**src/rtl/dmem_arb_pkg.sv**
```systemverilog
// Shared definitions for the data-memory arbiter slice.
// Holds the sequencer state encoding, the requester port indices and the
// default number of valid memory words.
package dmem_arb_pkg;

  typedef enum logic [1:0] {
    ST_IDLE   = 2'd0,
    ST_ACCESS = 2'd1,
    ST_RESP   = 2'd2
  } arb_state_e;

  localparam logic P0 = 1'b0;
  localparam logic P1 = 1'b1;

  localparam int DEFAULT_DEPTH = 1024;

endpackage : dmem_arb_pkg

```
**src/rtl/rr_arb2.sv**
```systemverilog
// Two-way round-robin pick, purely combinational.
// Ports:
//   req_i[1:0] : request vector, bit n = port n
//   last_i     : port that won the previous arbitration
//   valid_o    : at least one request present
//   winner_o   : selected port index (meaningful only when valid_o)
// The history register is owned by the caller.
module rr_arb2
  import dmem_arb_pkg::*;
(
  input  logic [1:0] req_i,
  input  logic       last_i,
  output logic       valid_o,
  output logic       winner_o
);

  always_comb begin
    valid_o  = |req_i;
    winner_o = P0;
    case (req_i)
      2'b01:   winner_o = P0;
      2'b10:   winner_o = P1;
      // On a tie the port that did not win last time goes next.
      2'b11:   winner_o = ~last_i;
      default: winner_o = P0;
    endcase
  end

endmodule : rr_arb2

```
**src/rtl/dmem_arbiter.sv**
```systemverilog
// Two-requester arbiter/sequencer for the single-port word-addressed data
// memory (combinational read, write on posedge when WE is high).
// Ports:
//   clk, rst                      : clock, asynchronous active-high reset
//   m0_* (req/we/addr/wdata in,   : port 0, load/store unit
//         gnt/rvalid/rdata out)
//   m1_* (same set)               : port 1, debug/DMA loader
//   mem_we/mem_addr/mem_wdata out : memory control, driven from registers only
//   mem_rdata in                  : memory read data
//
// state     | meaning
// ----------+-------------------------------------------------------------
// ST_IDLE   | no transaction; arbitrate incoming requests
// ST_ACCESS | memory cycle for the latched request, gnt to owner
// ST_RESP   | rvalid/rdata to owner; arbitrate the next request
module dmem_arbiter
  import dmem_arb_pkg::*;
#(
  parameter int AW    = 32,
  parameter int DW    = 32,
  parameter int DEPTH = DEFAULT_DEPTH
) (
  input  logic          clk,
  input  logic          rst,

  input  logic          m0_req,
  input  logic          m0_we,
  input  logic [AW-1:0] m0_addr,
  input  logic [DW-1:0] m0_wdata,
  output logic          m0_gnt,
  output logic          m0_rvalid,
  output logic [DW-1:0] m0_rdata,

  input  logic          m1_req,
  input  logic          m1_we,
  input  logic [AW-1:0] m1_addr,
  input  logic [DW-1:0] m1_wdata,
  output logic          m1_gnt,
  output logic          m1_rvalid,
  output logic [DW-1:0] m1_rdata,

  output logic          mem_we,
  output logic [AW-1:0] mem_addr,
  output logic [DW-1:0] mem_wdata,
  input  logic [DW-1:0] mem_rdata
);

  arb_state_e    state_q, state_d;
  logic          rr_last_q, rr_last_d;
  logic          owner_q, owner_d;
  logic          we_q, we_d;
  logic [AW-1:0] addr_q, addr_d;
  logic [DW-1:0] wdata_q, wdata_d;
  logic [DW-1:0] rdata_q, rdata_d;

  logic          sel_valid;
  logic          sel_winner;
  logic          in_range;
  logic          in_access;
  logic          in_resp;

  rr_arb2 u_rr_arb2 (
    .req_i    ({m1_req, m0_req}),
    .last_i   (rr_last_q),
    .valid_o  (sel_valid),
    .winner_o (sel_winner)
  );

  assign in_range  = (addr_q < AW'(DEPTH));
  assign in_access = (state_q == ST_ACCESS);
  assign in_resp   = (state_q == ST_RESP);

  always_ff @(posedge clk or posedge rst) begin
    if (rst) begin
      state_q   <= ST_IDLE;
      rr_last_q <= P1;
      owner_q   <= P0;
      we_q      <= 1'b0;
      addr_q    <= '0;
      wdata_q   <= '0;
      rdata_q   <= '0;
    end else begin
      state_q   <= state_d;
      rr_last_q <= rr_last_d;
      owner_q   <= owner_d;
      we_q      <= we_d;
      addr_q    <= addr_d;
      wdata_q   <= wdata_d;
      rdata_q   <= rdata_d;
    end
  end

  always_comb begin
    state_d   = state_q;
    rr_last_d = rr_last_q;
    owner_d   = owner_q;
    we_d      = we_q;
    addr_d    = addr_q;
    wdata_d   = wdata_q;
    rdata_d   = rdata_q;

    case (state_q)
      // RESP arbitrates like IDLE so back-to-back transfers take 2 cycles.
      ST_IDLE, ST_RESP: begin
        if (sel_valid) begin
          owner_d   = sel_winner;
          rr_last_d = sel_winner;
          we_d      = (sel_winner == P1) ? m1_we    : m0_we;
          addr_d    = (sel_winner == P1) ? m1_addr  : m0_addr;
          wdata_d   = (sel_winner == P1) ? m1_wdata : m0_wdata;
          state_d   = ST_ACCESS;
        end else begin
          state_d   = ST_IDLE;
        end
      end
      ST_ACCESS: begin
        // Writes and out-of-range reads report zero data.
        rdata_d = (!we_q && in_range) ? mem_rdata : '0;
        state_d = ST_RESP;
      end
      default: state_d = ST_IDLE;
    endcase
  end

  // Out-of-range writes never reach the memory.
  assign mem_we    = in_access && we_q && in_range;
  assign mem_addr  = addr_q;
  assign mem_wdata = wdata_q;

  assign m0_gnt    = in_access && (owner_q == P0);
  assign m1_gnt    = in_access && (owner_q == P1);
  assign m0_rvalid = in_resp && (owner_q == P0);
  assign m1_rvalid = in_resp && (owner_q == P1);
  assign m0_rdata  = m0_rvalid ? rdata_q : '0;
  assign m1_rdata  = m1_rvalid ? rdata_q : '0;

endmodule : dmem_arbiter

```
**config.mk**
```make
export PLATFORM = sky130hd
export DESIGN_NAME = dmem_arbiter
export DESIGN_NICKNAME = d
export VERILOG_FILES = /design/src/rtl/dmem_arb_pkg.sv /design/src/rtl/rr_arb2.sv /design/src/rtl/dmem_arbiter.sv
export SDC_FILE = /design/constraint.sdc
export NUM_CORES = 1
export LEC_CHECK = 0
export BUFFER_PORTS_ARGS = -buffer_cell sky130_fd_sc_hd__buf_2
export CAP_MARGIN = 15
export CORE_ASPECT_RATIO = 1.1
export CORE_MARGIN = 4
export CORE_UTILIZATION = 30
export CTS_BUF_LIST = sky130_fd_sc_hd__clkbuf_4 sky130_fd_sc_hd__clkbuf_8
export DETAILED_ROUTE_END_ITERATION = 10
export PLACE_DENSITY = 0.69
export SLEW_MARGIN = 15
export SYNTH_ARGS = -nofsm -noshare
export SYNTH_HDL_FRONTEND = slang
export SYNTH_HIERARCHICAL = 1
export SYNTH_SLANG_ARGS = --single-unit
```
**constraint.sdc**
```tcl
create_clock -name clk -period 3.6 [get_ports clk]
set_input_delay 0 -clock clk [delete_from_list [all_inputs] [get_ports clk]]
set_output_delay 0 -clock clk [all_outputs]
set_load 0.02 [all_outputs]
```
==> run summary <==
outcome -> complete, no violations
Root Buffer -> clkbuf_8
pin count of the biggest net entering global routing -> 133
Critical Path RT -> 3860 ps
CTS clk-pin slew, worst paths -> 110 ps
Hold/Removal Path Class -> in2reg
Seq/Total Area, Yosys -> 0.4803
launching point of the worst reg2reg path -> rr_last_q$_DFFE_PP1P_
Pins Over Slew Limit -> 0
Sw Share -> 0.3589
EDFF count, synth -> 0
CTS tree -> done
die footprint -> 0.01974 mm2
area delta synth->final -> 67.75%
Pwr per Cell Area -> 370.5 mW/mm2
Placed Area -> 0.006977 mm2
RePlAce Congestion -> 0.7965
Post-synth top cells -> nand2_1 (101), dfrtp_1 (100), o21ai_0 (66)
final instance count without filler cells -> 1205
Synth cell types -> 22
drt drc -> 0
Clock Skews -> 19.95 ps
drt first pass iters -> 4
Mapped Area -> 0.005265 mm2
H-tree depth -> 3
Final Cycle Share -> 0.7205
fmax -> 385.5 MHz
CP Launch Point -> rr_last_q$_DFFE_PP1P_
critical path launch point type -> flip-flop
worst skew pair latency -> 370 ps
Synth top area share -> 0.4753
mux cell area share after synthesis -> 0.1236
peak supply drop -> 0.1998 mV
Port Buffers -> 298
critical path class -> reg2reg
unrepaired setup endpoints after global routing -> no
Least-Margin Pin Slew -> 1126 ps
crit path capture type -> flip-flop
post-synthesis compound-gate area fraction -> 0.1587
vias in the first global route -> 5701
first-pass GRT wire length -> 30.30 mm
Clock power frac -> 0.232
Logic pwr share -> 0.327
clock tree sinks -> 101
slew margin rel. -> 0.2472
# setup viols final -> 0
WP data arrival -> 2850 ps
DIE WIDTH -> 134.3 um
Ys Warns -> 6
Max stage delay on crit path -> 850 ps
post-layout util -> 0.5153
crit-path leading delay family -> compound AO/OA/AOI/OAI gates
share of cells above drive strength 1 -> 0.3808
Max Root-Sink Buffers -> 2
Yosys top cell by area -> dfrtp_1
combinational family with the most area after synthesis -> simple AND/OR/NAND/NOR gates
fin nets -> 1130
sequential share of power -> 0.441
Initial Util -> 0.3072
Tot GR Track Use -> 0.1908
maxcap violations -> 0
switching power -> 1.174 mW
final worst path period need -> 2594 ps
Syn Inst Count -> 524
syn nets -> 690
CP Buf/Inv Count -> 2
Die Span Y -> 146.9 um
Fillers -> 1507
Final ANT Viol Nets -> 0
Post-Syn Area per Cell -> 10.05 um2
Synth Area in Simple Gates -> 0.1747
P_leak -> 4.674 nW
CP cell instances -> a21boi_4 -> buf_4 -> mux2i_1 -> dlygate4sd3_1 -> o21ai_0
post-route cell area -> 0.008832 mm2
antenna violations before repair -> 2
row cnt -> 50
final hold violations -> 0
cell total after placement -> 1024
hold path start -> m1_addr[25]
Internal -> 2.098 mW
crit-path max FO -> 27
Vias per Instance -> 4.529
Avg WL per Cell -> 15.96 um
First DRT Iteration DRCs -> 183
core area -> 0.01714 mm2
final setup TNS -> 0 ps
grt ovf -> 0
dominant cells by area after synthesis -> dfrtp_1 (48%), mux2i_1 (12%), o41ai_2 (9.0%)
final wirelength -> 19.23 mm
TritonCTS buffer count -> 9
post-DP HPWL -> 12.01 mm
post-CTS setup buffer count -> 0
CP max stage cell -> a21boi_4
ys flop type -> dfrtp_1
async set-reset flop share out of synthesis -> 1.000
Post-Synth Adder-Cell Area -> 0
cell with the most instances after synthesis -> nand2_1
number of synthesized register bits -> 101
DR vias -> 5457
top-level I/O count -> 299
final hold slack -> 15.95 ps
XOR/XNOR Fraction of Synth Area -> 0
-- state kept, by name (all words and copies together), names as in the netlist --
signal and cells:
mem_addr 32, rr_last_q 1, state_q 2, mem_wdata 32, owner_q 1, we_q 1
rdata_q 32
-- layout make-up --
cell class,count,area [um2],share of cell area
diodes,2,5.005,0.0005667
clock buffers,10,131.4,0.01487
clock inverters,6,70.07,0.007933
inverters,36,137.6,0.01558
multi-input cells,345,2437,0.2760
flip-flops and latches,101,2530,0.2864
well taps,234,292.8,0.03315
repair buffers,471,3228,0.3655
-- tightest hold or removal path, delay by kind of cell --
| family | cells | cell delay, ps |
|---|---|---|
| mux | 1 | 100 |
| compound gates | 1 | 150 |
| buf+inv | 1 | 100 |
-- per-stage QoR --
step           total power [mW]  setup slack (ps)
3_3_place_gp              2.314              1451
4_1_cts                   3.281              1026
2_1_floorplan             1.946             954.5
6_report                  3.272              1006
3_5_place_dp              2.326              1397
5_1_grt                   3.465             864.6
-- worst paths after layout --
kind / endpoint / slack (ps) / cells after the start
worst max-delay path: mem_wdata[11]$_DFFE_PP0P_ / 1010 / 5
worst min-delay path: mem_addr[25]$_DFFE_PP0P_ / 20 / 3
worst max register to register: mem_wdata[11]$_DFFE_PP0P_ / 1010 / 5
worst min register to register: mem_wdata[28]$_DFFE_PP0P_ / 490 / 2
max in group asynchronous: rdata_q[31]$_DFFE_PP0P_ / 2300 / 4
min in group asynchronous: mem_addr[11]$_DFFE_PP0P_ / 330 / 3
-- metal layers --
layer	track usage	share of wire	up-vias
li1	-	-	2647
met1	0.2236	0.40	2520
met2	0.3348	0.50	253
met3	0.05103	0.077	37
met4	0.06874	0.026	0
met5	0	0	-
-- power by group through the flow --
stage / combinational (mW) / sequential (mW) / clock (mW)
final: 1.07 / 1.44 / 0.758
after global routing: 1.16 / 1.47 / 0.837
after CTS: 1.05 / 1.44 / 0.794
after detailed placement: 0.868 / 1.46 / 0
after global placement: 0.858 / 1.46 / 0
after floorplan: 0.349 / 1.60 / 0
-- kinds of logic after synthesis --
| group | count (synthesis) |
|---|---|
| AO/OA/AOI/OAI | 99 |
| buffers and inverters | 78 |
| flip-flops | 101 |
| multiplexers | 65 |
| AND/OR/NAND/NOR | 181 |
-- cells in the final DEF, fill, tap and decap left out, drive strengths merged --
cell / n
nor2: 3
dlygate4sd3: 162
and2: 64
mux2i: 65
nand2b: 2
clkinvlp: 3
nor4: 5
nor4b: 1
nor3b: 2
nand2: 101
dfrtp: 100
buf: 309
clkbuf: 10
diode: 2
bufinv: 1
nand4: 1
a21boi: 1
o41ai: 32
inv: 38
nand3: 1
dfstp: 1
or2: 1
o21ai: 66
-- repair_timing --
action	CTS	global route
endpoints found under the setup margin	0	0
hold buffers	162	0
hold endpoints to repair	166	0
gates resized for setup	0	0
Power figures use the tool's default switching activity.
